**src/rtl/sign_load_deframer_if.sv**
```systemverilog
// Host load stream and forwarded-word slice of the sign-mode deframer.
// Host side:       valid_i (word valid), ready_i (deframer can accept), data_i (word).
// Downstream side: word_o/fld_o/idx_o/last_o (tagged word), wvalid_o (slice full),
//                  wready_i (downstream takes the word).
// slave  = deframer view, master = host/consumer view.
interface sign_load_deframer_if #(
  parameter int unsigned W     = 64,
  parameter int unsigned IDX_W = 9
);
  logic             valid_i;
  logic             ready_i;
  logic [W-1:0]     data_i;
  logic [W-1:0]     word_o;
  logic [2:0]       fld_o;
  logic [IDX_W-1:0] idx_o;
  logic             last_o;
  logic             wvalid_o;
  logic             wready_i;

  modport slave (
    input  valid_i, data_i, wready_i,
    output ready_i, word_o, fld_o, idx_o, last_o, wvalid_o
  );

  modport master (
    output valid_i, data_i, wready_i,
    input  ready_i, word_o, fld_o, idx_o, last_o, wvalid_o
  );
endinterface

```
**src/rtl/sign_load_deframer.sv**
```systemverilog
// Sign-mode input deframer: walks the host word stream through the fields
// rho, mlen, tr, msg, k, s1, s2, t0 and forwards every accepted word through a
// one-entry slice tagged with its field code and index within the field.
// Ports:
//   clk, rst      clock, asynchronous active-low reset
//   start         one-cycle pulse arming a frame (ignored while busy)
//   sec_lvl       3'b010 / 3'b011 / 3'b101, sampled on start
//   bus           host stream + output slice (sign_load_deframer_if.slave)
//   mlen_o        low 32 bits of the mlen word
//   busy_o        frame in progress
//   done_o        pulse when the last t0 word is handed off
//   err_o         sticky, start seen with an illegal sec_lvl
module sign_load_deframer #(
  parameter int unsigned W     = 64,
  parameter int unsigned IDX_W = 9
) (
  input  logic                 clk,
  input  logic                 rst,
  input  logic                 start,
  input  logic [2:0]           sec_lvl,
  sign_load_deframer_if.slave  bus,
  output logic [31:0]          mlen_o,
  output logic                 busy_o,
  output logic                 done_o,
  output logic                 err_o
);

  localparam int unsigned CW = IDX_W + 1;

  typedef enum logic [3:0] {
    S_IDLE, S_RHO, S_MLEN, S_TR, S_MSG, S_K, S_S1, S_S2, S_T0
  } state_e;

  state_e           state_q;
  logic [1:0]       lvl_q;      // 0: L2, 1: L3, 2: L5
  logic [IDX_W-1:0] ctr_q;
  logic [W-1:0]     word_q;
  logic [2:0]       fld_q;
  logic [IDX_W-1:0] idx_q;
  logic             last_q;
  logic             wvalid_q;
  logic [31:0]      mlen_q;
  logic             busy_q;
  logic             err_q;

  logic             ready_c;
  logic             accept_c;
  logic             lvl_ok_c;
  logic [1:0]       lvl_c;
  logic [CW-1:0]    cnt_c;
  logic [2:0]       fld_c;
  logic [34:0]      msg_bits_c;
  logic [34:0]      mlen_bits_c;
  logic             last_c;

  // Security level decode at start.
  always_comb begin
    lvl_ok_c = 1'b1;
    lvl_c    = 2'd0;
    case (sec_lvl)
      3'b010:  lvl_c = 2'd0;
      3'b011:  lvl_c = 2'd1;
      3'b101:  lvl_c = 2'd2;
      default: lvl_ok_c = 1'b0;
    endcase
  end

  // Word count of the current fixed-length field and last-word decision.
  always_comb begin
    cnt_c = CW'(4);
    case (state_q)
      S_MLEN: cnt_c = CW'(1);
      S_S1:   cnt_c = (lvl_q == 2'd0) ? CW'(48)  : (lvl_q == 2'd1) ? CW'(80)  : CW'(84);
      S_S2:   cnt_c = (lvl_q == 2'd0) ? CW'(48)  : CW'(96);
      S_T0:   cnt_c = (lvl_q == 2'd0) ? CW'(208) : (lvl_q == 2'd1) ? CW'(312) : CW'(416);
      default: cnt_c = CW'(4);
    endcase
    // msg ends once the words so far cover mlen bytes; mlen=0 still yields one word.
    msg_bits_c  = (35'(ctr_q) + 35'd1) * 35'(W);
    mlen_bits_c = {mlen_q, 3'b000};
    if (state_q == S_MSG) begin
      last_c = (msg_bits_c >= mlen_bits_c);
    end else begin
      last_c = (({1'b0, ctr_q} + CW'(1)) == cnt_c);
    end
    fld_c = 3'(4'(state_q) - 4'd1);
  end

  // Accept whenever the slice is empty or being drained this cycle.
  assign ready_c  = busy_q && (!wvalid_q || bus.wready_i);
  assign accept_c = bus.valid_i && ready_c;

  // Frame state, index counter and output slice.
  always_ff @(posedge clk or negedge rst) begin
    if (!rst) begin
      state_q  <= S_IDLE;
      lvl_q    <= 2'd0;
      ctr_q    <= '0;
      word_q   <= '0;
      fld_q    <= 3'd0;
      idx_q    <= '0;
      last_q   <= 1'b0;
      wvalid_q <= 1'b0;
      mlen_q   <= 32'd0;
      busy_q   <= 1'b0;
      err_q    <= 1'b0;
    end else begin
      if (accept_c) begin
        word_q   <= bus.data_i;
        fld_q    <= fld_c;
        idx_q    <= ctr_q;
        last_q   <= last_c;
        wvalid_q <= 1'b1;
      end else if (bus.wready_i) begin
        wvalid_q <= 1'b0;
      end

      if (state_q == S_IDLE) begin
        if (start) begin
          if (lvl_ok_c) begin
            state_q <= S_RHO;
            busy_q  <= 1'b1;
            lvl_q   <= lvl_c;
            ctr_q   <= '0;
          end else begin
            err_q <= 1'b1;
          end
        end
      end else if (accept_c) begin
        if (state_q == S_MLEN) begin
          mlen_q <= bus.data_i[31:0];
        end
        if (last_c) begin
          ctr_q <= '0;
          if (state_q == S_T0) begin
            state_q <= S_IDLE;
            busy_q  <= 1'b0;
          end else begin
            state_q <= state_e'(4'(state_q) + 4'd1);
          end
        end else begin
          ctr_q <= ctr_q + IDX_W'(1);
        end
      end
    end
  end

  assign bus.ready_i  = ready_c;
  assign bus.word_o   = word_q;
  assign bus.fld_o    = fld_q;
  assign bus.idx_o    = idx_q;
  assign bus.last_o   = last_q;
  assign bus.wvalid_o = wvalid_q;
  assign mlen_o       = mlen_q;
  assign busy_o       = busy_q;
  assign err_o        = err_q;
  // Marks the hand-off of the final t0 word itself.
  assign done_o       = wvalid_q && bus.wready_i && (fld_q == 3'd7) && last_q;

endmodule
```
**src/flat_wrapper.sv**
```systemverilog
// flat-port wrapper written by rule: the top's interface ports become plain ports
module sign_load_deframer_flat 
#(
  parameter int unsigned W     = 64,
  parameter int unsigned IDX_W = 9
)
  (clk, rst, start, sec_lvl, mlen_o, busy_o, done_o, err_o, bus_valid_i, bus_data_i, bus_wready_i, bus_ready_i, bus_word_o, bus_fld_o, bus_idx_o, bus_last_o, bus_wvalid_o);
  sign_load_deframer_if #(.W(W), .IDX_W(IDX_W)) bus_i ();
  input  logic clk;
  input  logic rst;
  input  logic start;
  input  logic [2:0] sec_lvl;
  output logic [31:0] mlen_o;
  output logic busy_o;
  output logic done_o;
  output logic err_o;
  input wire logic [$bits(bus_i.valid_i)-1:0] bus_valid_i;
  input wire logic [$bits(bus_i.data_i)-1:0] bus_data_i;
  input wire logic [$bits(bus_i.wready_i)-1:0] bus_wready_i;
  output wire logic [$bits(bus_i.ready_i)-1:0] bus_ready_i;
  output wire logic [$bits(bus_i.word_o)-1:0] bus_word_o;
  output wire logic [$bits(bus_i.fld_o)-1:0] bus_fld_o;
  output wire logic [$bits(bus_i.idx_o)-1:0] bus_idx_o;
  output wire logic [$bits(bus_i.last_o)-1:0] bus_last_o;
  output wire logic [$bits(bus_i.wvalid_o)-1:0] bus_wvalid_o;
  assign bus_i.valid_i = bus_valid_i;
  assign bus_i.data_i = bus_data_i;
  assign bus_i.wready_i = bus_wready_i;
  assign bus_ready_i = bus_i.ready_i;
  assign bus_word_o = bus_i.word_o;
  assign bus_fld_o = bus_i.fld_o;
  assign bus_idx_o = bus_i.idx_o;
  assign bus_last_o = bus_i.last_o;
  assign bus_wvalid_o = bus_i.wvalid_o;
  sign_load_deframer #(.W(W), .IDX_W(IDX_W)) u_core (.clk(clk), .rst(rst), .start(start), .sec_lvl(sec_lvl), .bus(bus_i), .mlen_o(mlen_o), .busy_o(busy_o), .done_o(done_o), .err_o(err_o));
endmodule
```
**config.mk**
```make
export PLATFORM = sky130hd
export DESIGN_NAME = sign_load_deframer_flat
export DESIGN_NICKNAME = d
export VERILOG_FILES = /design/src/rtl/sign_load_deframer_if.sv /design/src/rtl/sign_load_deframer.sv /design/src/flat_wrapper.sv
export SDC_FILE = /design/constraint.sdc
export NUM_CORES = 1
export LEC_CHECK = 0
export BUFFER_PORTS_ARGS = -buffer_cell sky130_fd_sc_hd__buf_2
export CAP_MARGIN = 10
export CORE_AREA = 2 2 116 118
export DETAILED_ROUTE_END_ITERATION = 10
export DIE_AREA = 0 0 118 120
export PLACE_DENSITY = 0.71
export SKIP_LAST_GASP = 1
export SYNTH_ARGS = -nofsm -noshare
export SYNTH_HDL_FRONTEND = slang
export SYNTH_SLANG_ARGS = --single-unit
```
**constraint.sdc**
```tcl
create_clock -name clk -period 3.9 [get_ports clk]
set_input_delay 0.585 -clock clk [delete_from_list [all_inputs] [get_ports clk]]
set_output_delay 0.585 -clock clk [all_outputs]
set_load 0.05 [all_outputs]
```
==> out/metrics.json <==
{
  "run_status": {"value": "complete, no violations"},
  "worst-slew-pin-transition": {"value": 1.01, "unit": "ns"},
  "flip_flop_and_latch_count_after_synthesis": {"value": 127},
  "antenna_viol_nets_final": {"value": 0},
  "core_area": {"value": 0.0130, "unit": "sq mm"},
  "die_area": {"value": 0.0142, "unit": "sq mm"},
  "crit_type": {"value": "reg -> reg"},
  "clock_network_fraction_of_design_power": {"value": 56.3, "unit": "%"},
  "clockBufferDepth": {"value": 2},
  "ioPinCount": {"value": 186},
  "cts_made_buffers": {"value": 17},
  "start_util": {"value": 43.8, "unit": "%"},
  "post-synth-top-area-fraction": {"value": 55.9, "unit": "%"},
  "cts-root-buf": {"value": "sky130_fd_sc_hd__clkbuf_16"},
  "holdCritPathClass": {"value": "in -> async"},
  "core.rowCount": {"value": 42},
  "setup-tns-final": {"value": 0, "unit": "ns"},
  "switching_power": {"value": 609, "unit": "uW"},
  "async_reset_ff_share": {"value": 100, "unit": "%"},
  "power_density": {"value": 425, "unit": "mW/mm^2"},
  "groute.usage.overall": {"value": 19.1, "unit": "%"},
  "leading_area_contributor_after_synthesis": {"value": "sky130_fd_sc_hd__dfrtp_1"},
  "path_max_fanout": {"value": 8},
  "post_drt_via_cell_ratio": {"value": 5.12},
  "first_global_vias": {"value": 4338},
  "wire_length_of_the_first_global_routing_pass": {"value": 21.2, "unit": "mm"},
  "vdd.ir_drop.worst": {"value": 0.300, "unit": "mV"},
  "grt_setup_unrepaired": {"value": "no"},
  "detailedPlacementHpwl": {"value": 9.71, "unit": "mm"},
  "grt_overflow": {"value": 0},
  "worst_clock_skew": {"value": 0.00885, "unit": "ns"},
  "dr.pass1.iters": {"value": 4},
  "timing_max_transition_violations_final": {"value": 0},
  "edff_count_synth": {"value": 0},
  "area.growth.synth_to_final": {"value": 31.5, "unit": "%"},
  "routed_met3_length": {"value": 824, "unit": "um"},
  "largest_net_degree_at_the_start_of_global_routing": {"value": 85},
  "cp.arrival": {"value": 3.88, "unit": "ns"},
  "drcViolationCount": {"value": 0},
  "postCtsHoldBufs": {"value": 0},
  "library_cell_with_the_highest_instance_count_after_synthesis": {"value": "sky130_fd_sc_hd__dfrtp_1"},
  "dominantRegCellSynth": {"value": "sky130_fd_sc_hd__dfrtp_1"},
  "avgRoutedWirePerCell": {"value": 16.1, "unit": "um"},
  "syn_area_per_cell": {"value": 12.8, "unit": "sq um"},
  "layout.filler_cells": {"value": 1100},
  "fraction_of_power_spent_switching_nets": {"value": 19.2, "unit": "%"},
  "antennaDiodeCount": {"value": 0},
  "ff2ff_setup_slack": {"value": 0.36, "unit": "ns"},
  "yosysWarnings": {"value": 0},
  "fin_total_pwr": {"value": 3180, "unit": "uW"},
  "synthDistinctLibCells": {"value": 54},
  "post_cts_resized": {"value": 0},
  "die_width": {"value": 118, "unit": "um"},
  "dieHeight": {"value": 120, "unit": "um"},
  "m1WireLength": {"value": 5.36, "unit": "mm"},
  "antenna_violations_before_repair": {"value": 0},
  "clkTransAtPathRegs": {"value": 0.05, "unit": "ns"},
  "synthTopCellsByArea": {"value": "sky130_fd_sc_hd__dfrtp_1 56%, sky130_fd_sc_hd__mux2_2 21%, sky130_fd_sc_hd__ha_1 3.1%"},
  "dr_total_vias": {"value": 4193},
  "final_period_util": {"value": 90.9, "unit": "%"},
  "critical_path.startpoint_type": {"value": "register"},
  "fin_nets": {"value": 716},
  "tritoncts": {"value": "yes"},
  "clk-insertion-delay-late": {"value": 0.41, "unit": "ns"},
  "final-setup-viol-count": {"value": 0},
  "synth.cells.most_frequent": {"value": "127 x sky130_fd_sc_hd__dfrtp_1, 104 x sky130_fd_sc_hd__mux2_2, 28 x sky130_fd_sc_hd__nand2_1"},
  "gp_congestion": {"value": 0.879},
  "area_of_the_multi_input_gates": {"value": 0.00235, "unit": "sq mm"},
  "power.leakage": {"value": 0.00414, "unit": "uW"},
  "final.hold.worst_slack": {"value": 0.242, "unit": "ns"},
  "port_buf_inserts": {"value": 185},
  "cts.sink_count": {"value": 127},
  "synth_cells": {"value": 443},
  "cp_data_required_time": {"value": 4.23, "unit": "ns"},
  "drv_cap": {"value": 0},
  "hold_violations": {"value": 0},
  "layout-drive-gt1-share": {"value": 51.3, "unit": "%"},
  "p_int": {"value": 2570, "unit": "uW"},
  "wl_met2": {"value": 6.79, "unit": "mm"},
  "maxSlewHeadroom": {"value": 32.6, "unit": "%"},
  "finalWorstPathRequiredPeriod": {"value": 3.54, "unit": "ns"},
  "synth.yosys.seq_area_share": {"value": 55.9, "unit": "%"},
  "fmax": {"value": 0.282, "unit": "GHz"},
  "combPwrFrac": {"value": 2.2, "unit": "%"},
  "synthesized_netlist_net_count": {"value": 529},
  "final-seq-area": {"value": 0.00318, "unit": "sq mm"},
  "cts_post_setup_buffers_inserted": {"value": 0},
  "mappedNetlistArea": {"value": 0.00568, "unit": "sq mm"},
  "htreeDepth": {"value": 4},
  "end_kind": {"value": "register"},
  "dr.first_iter.drc_count": {"value": 146},
  "share_seq_of_total_power": {"value": 41.5, "unit": "%"},
  "drt_wl_total": {"value": 13.2, "unit": "mm"},
  "top_layer": {"value": "met4"}
}
==> stage by stage <==
stage	std cells	setup slack [ns]	area, sq um	util [%]
after floorplan	443	0.861	5680	-
after global placement	787	0.486	6800	52.4
after detailed placement	787	0.392	6800	52.4
after CTS	819	0.367	7470	57.6
after global routing	819	0.193	7470	57.6
final	819	0.356	7470	57.6
==> worst max-delay path, cell delays in order, from the launching register on <==
cell and delay (ns):
sky130_fd_sc_hd__dfrtp_1 0.46, sky130_fd_sc_hd__nand3_1 0.27, sky130_fd_sc_hd__xnor2_1 0.43, sky130_fd_sc_hd__inv_1 0.09, sky130_fd_sc_hd__ha_1 0.30, sky130_fd_sc_hd__a21o_1 0.18
sky130_fd_sc_hd__a211oi_1 0.24, sky130_fd_sc_hd__a21oi_1 0.10, sky130_fd_sc_hd__o41a_1 0.46, sky130_fd_sc_hd__a211o_1 0.42, sky130_fd_sc_hd__or4_1 0.43, sky130_fd_sc_hd__o21ai_0 0.08
==> power groups by stage <==
stage | combinational, uW | sequential, uW | clock (uW)
after floorplan | 2.59 | 1340 | 0
after global placement | 68.9 | 1340 | 0
after detailed placement | 72.1 | 1340 | 0
after CTS | 72.3 | 1320 | 1820
after global routing | 79.8 | 1320 | 1870
final | 69.7 | 1320 | 1790
==> cell type report <==
class                           instances  share of cell area (%)
Sequential cell                       127                    42.5
Multi-Input combinational cell        273                    31.4
Timing Repair Buffer                  189                    13.0
Clock buffer                           23                    6.66
Tap cell                              176                    2.95
Clock inverter                          9                    2.38
Inverter                               22                    1.10
==> per-layer routing <==
metal | global-route usage (%) | vias up
li1 | - | 1954
met1 | 22.1 | 2071
met2 | 32.7 | 142
met3 | 6.42 | 26
met4 | 7.68 | 0
met5 | 0 | -
==> worst paths after layout <==
kind,startpoint,endpoint,cells past startpoint
max,u_core.ctr_q[2]$_DFFE_PN0P_,u_core.ctr_q[3]$_DFFE_PN0P_,11
min,rst,u_core.bus.wvalid_o$_DFFE_PN0P_,1
max reg2reg,u_core.ctr_q[2]$_DFFE_PN0P_,u_core.ctr_q[3]$_DFFE_PN0P_,11
min reg2reg,u_core.err_o$_DFFE_PN0P_,u_core.err_o$_DFFE_PN0P_,1
max in group asynchronous,rst,u_core.mlen_o[31]$_DFFE_PN0P_,2
min in group clk,bus_data_i[59],u_core.bus.word_o[59]$_DFFE_PN0P_,2
==> kinds of logic (layout without fill, tap and decap cells) <==
kind of cell / after synthesis / after routing / synth area share [%]
simple gates: 81 / 81 / 7.51
buf+inv: 43 / 243 / 2.93
flops: 127 / 127 / 55.9
compound gates: 61 / 61 / 7.37
fa+ha+maj: 14 / 14 / 3.08
xor+xnor: 9 / 9 / 1.87
mux: 108 / 108 / 21.3
==> state kept, by name, summed over array words and instances, names as in the netlist <==
| register | cells |
|---|---|
| u_core.bus.fld_o | 3 |
| u_core.bus.idx_o | 9 |
| u_core.ctr_q | 9 |
| u_core.bus.wvalid_o | 1 |
| u_core.err_o | 1 |
| u_core.state_q | 4 |
| u_core.lvl_q | 2 |
| u_core.bus.last_o | 1 |
| u_core.mlen_o | 32 |
| u_core.busy_o | 1 |
| u_core.bus.word_o | 64 |
==> layout by cell type (no fill, tap or decap), types with 2 or more instances in the layout <==
master                        n
sky130_fd_sc_hd__inv_1       22
sky130_fd_sc_hd__buf_2      184
sky130_fd_sc_hd__nor4_1       5
sky130_fd_sc_hd__clkbuf_8     5
sky130_fd_sc_hd__o21ai_0     17
sky130_fd_sc_hd__and2_1       4
sky130_fd_sc_hd__mux2i_1      3
sky130_fd_sc_hd__dfrtp_1    127
sky130_fd_sc_hd__a31oi_1      3
sky130_fd_sc_hd__nor4b_1      4
sky130_fd_sc_hd__mux2_2     104
sky130_fd_sc_hd__or4_1        2
sky130_fd_sc_hd__xnor3_1      2
sky130_fd_sc_hd__ha_1        14
sky130_fd_sc_hd__nor2b_1      4
sky130_fd_sc_hd__xor2_1       3
sky130_fd_sc_hd__clkinv_4     2
sky130_fd_sc_hd__buf_4        4
sky130_fd_sc_hd__clkinv_2     2
sky130_fd_sc_hd__bufinv_16    5
sky130_fd_sc_hd__or3_1        2
sky130_fd_sc_hd__xnor2_1      4
sky130_fd_sc_hd__o22ai_1      3
sky130_fd_sc_hd__a21oi_1     13
sky130_fd_sc_hd__a21o_1       4
sky130_fd_sc_hd__o2111ai_1    2
sky130_fd_sc_hd__a211oi_1     2
sky130_fd_sc_hd__nand3_1      4
sky130_fd_sc_hd__o31ai_1      3
sky130_fd_sc_hd__nor2_1      12
sky130_fd_sc_hd__nand2b_1     3
sky130_fd_sc_hd__nor3_1       3
sky130_fd_sc_hd__nand4_1      3
sky130_fd_sc_hd__nand2_1     27
sky130_fd_sc_hd__clkbuf_16   17
Note: power is estimated with default switching activity, not from simulation.
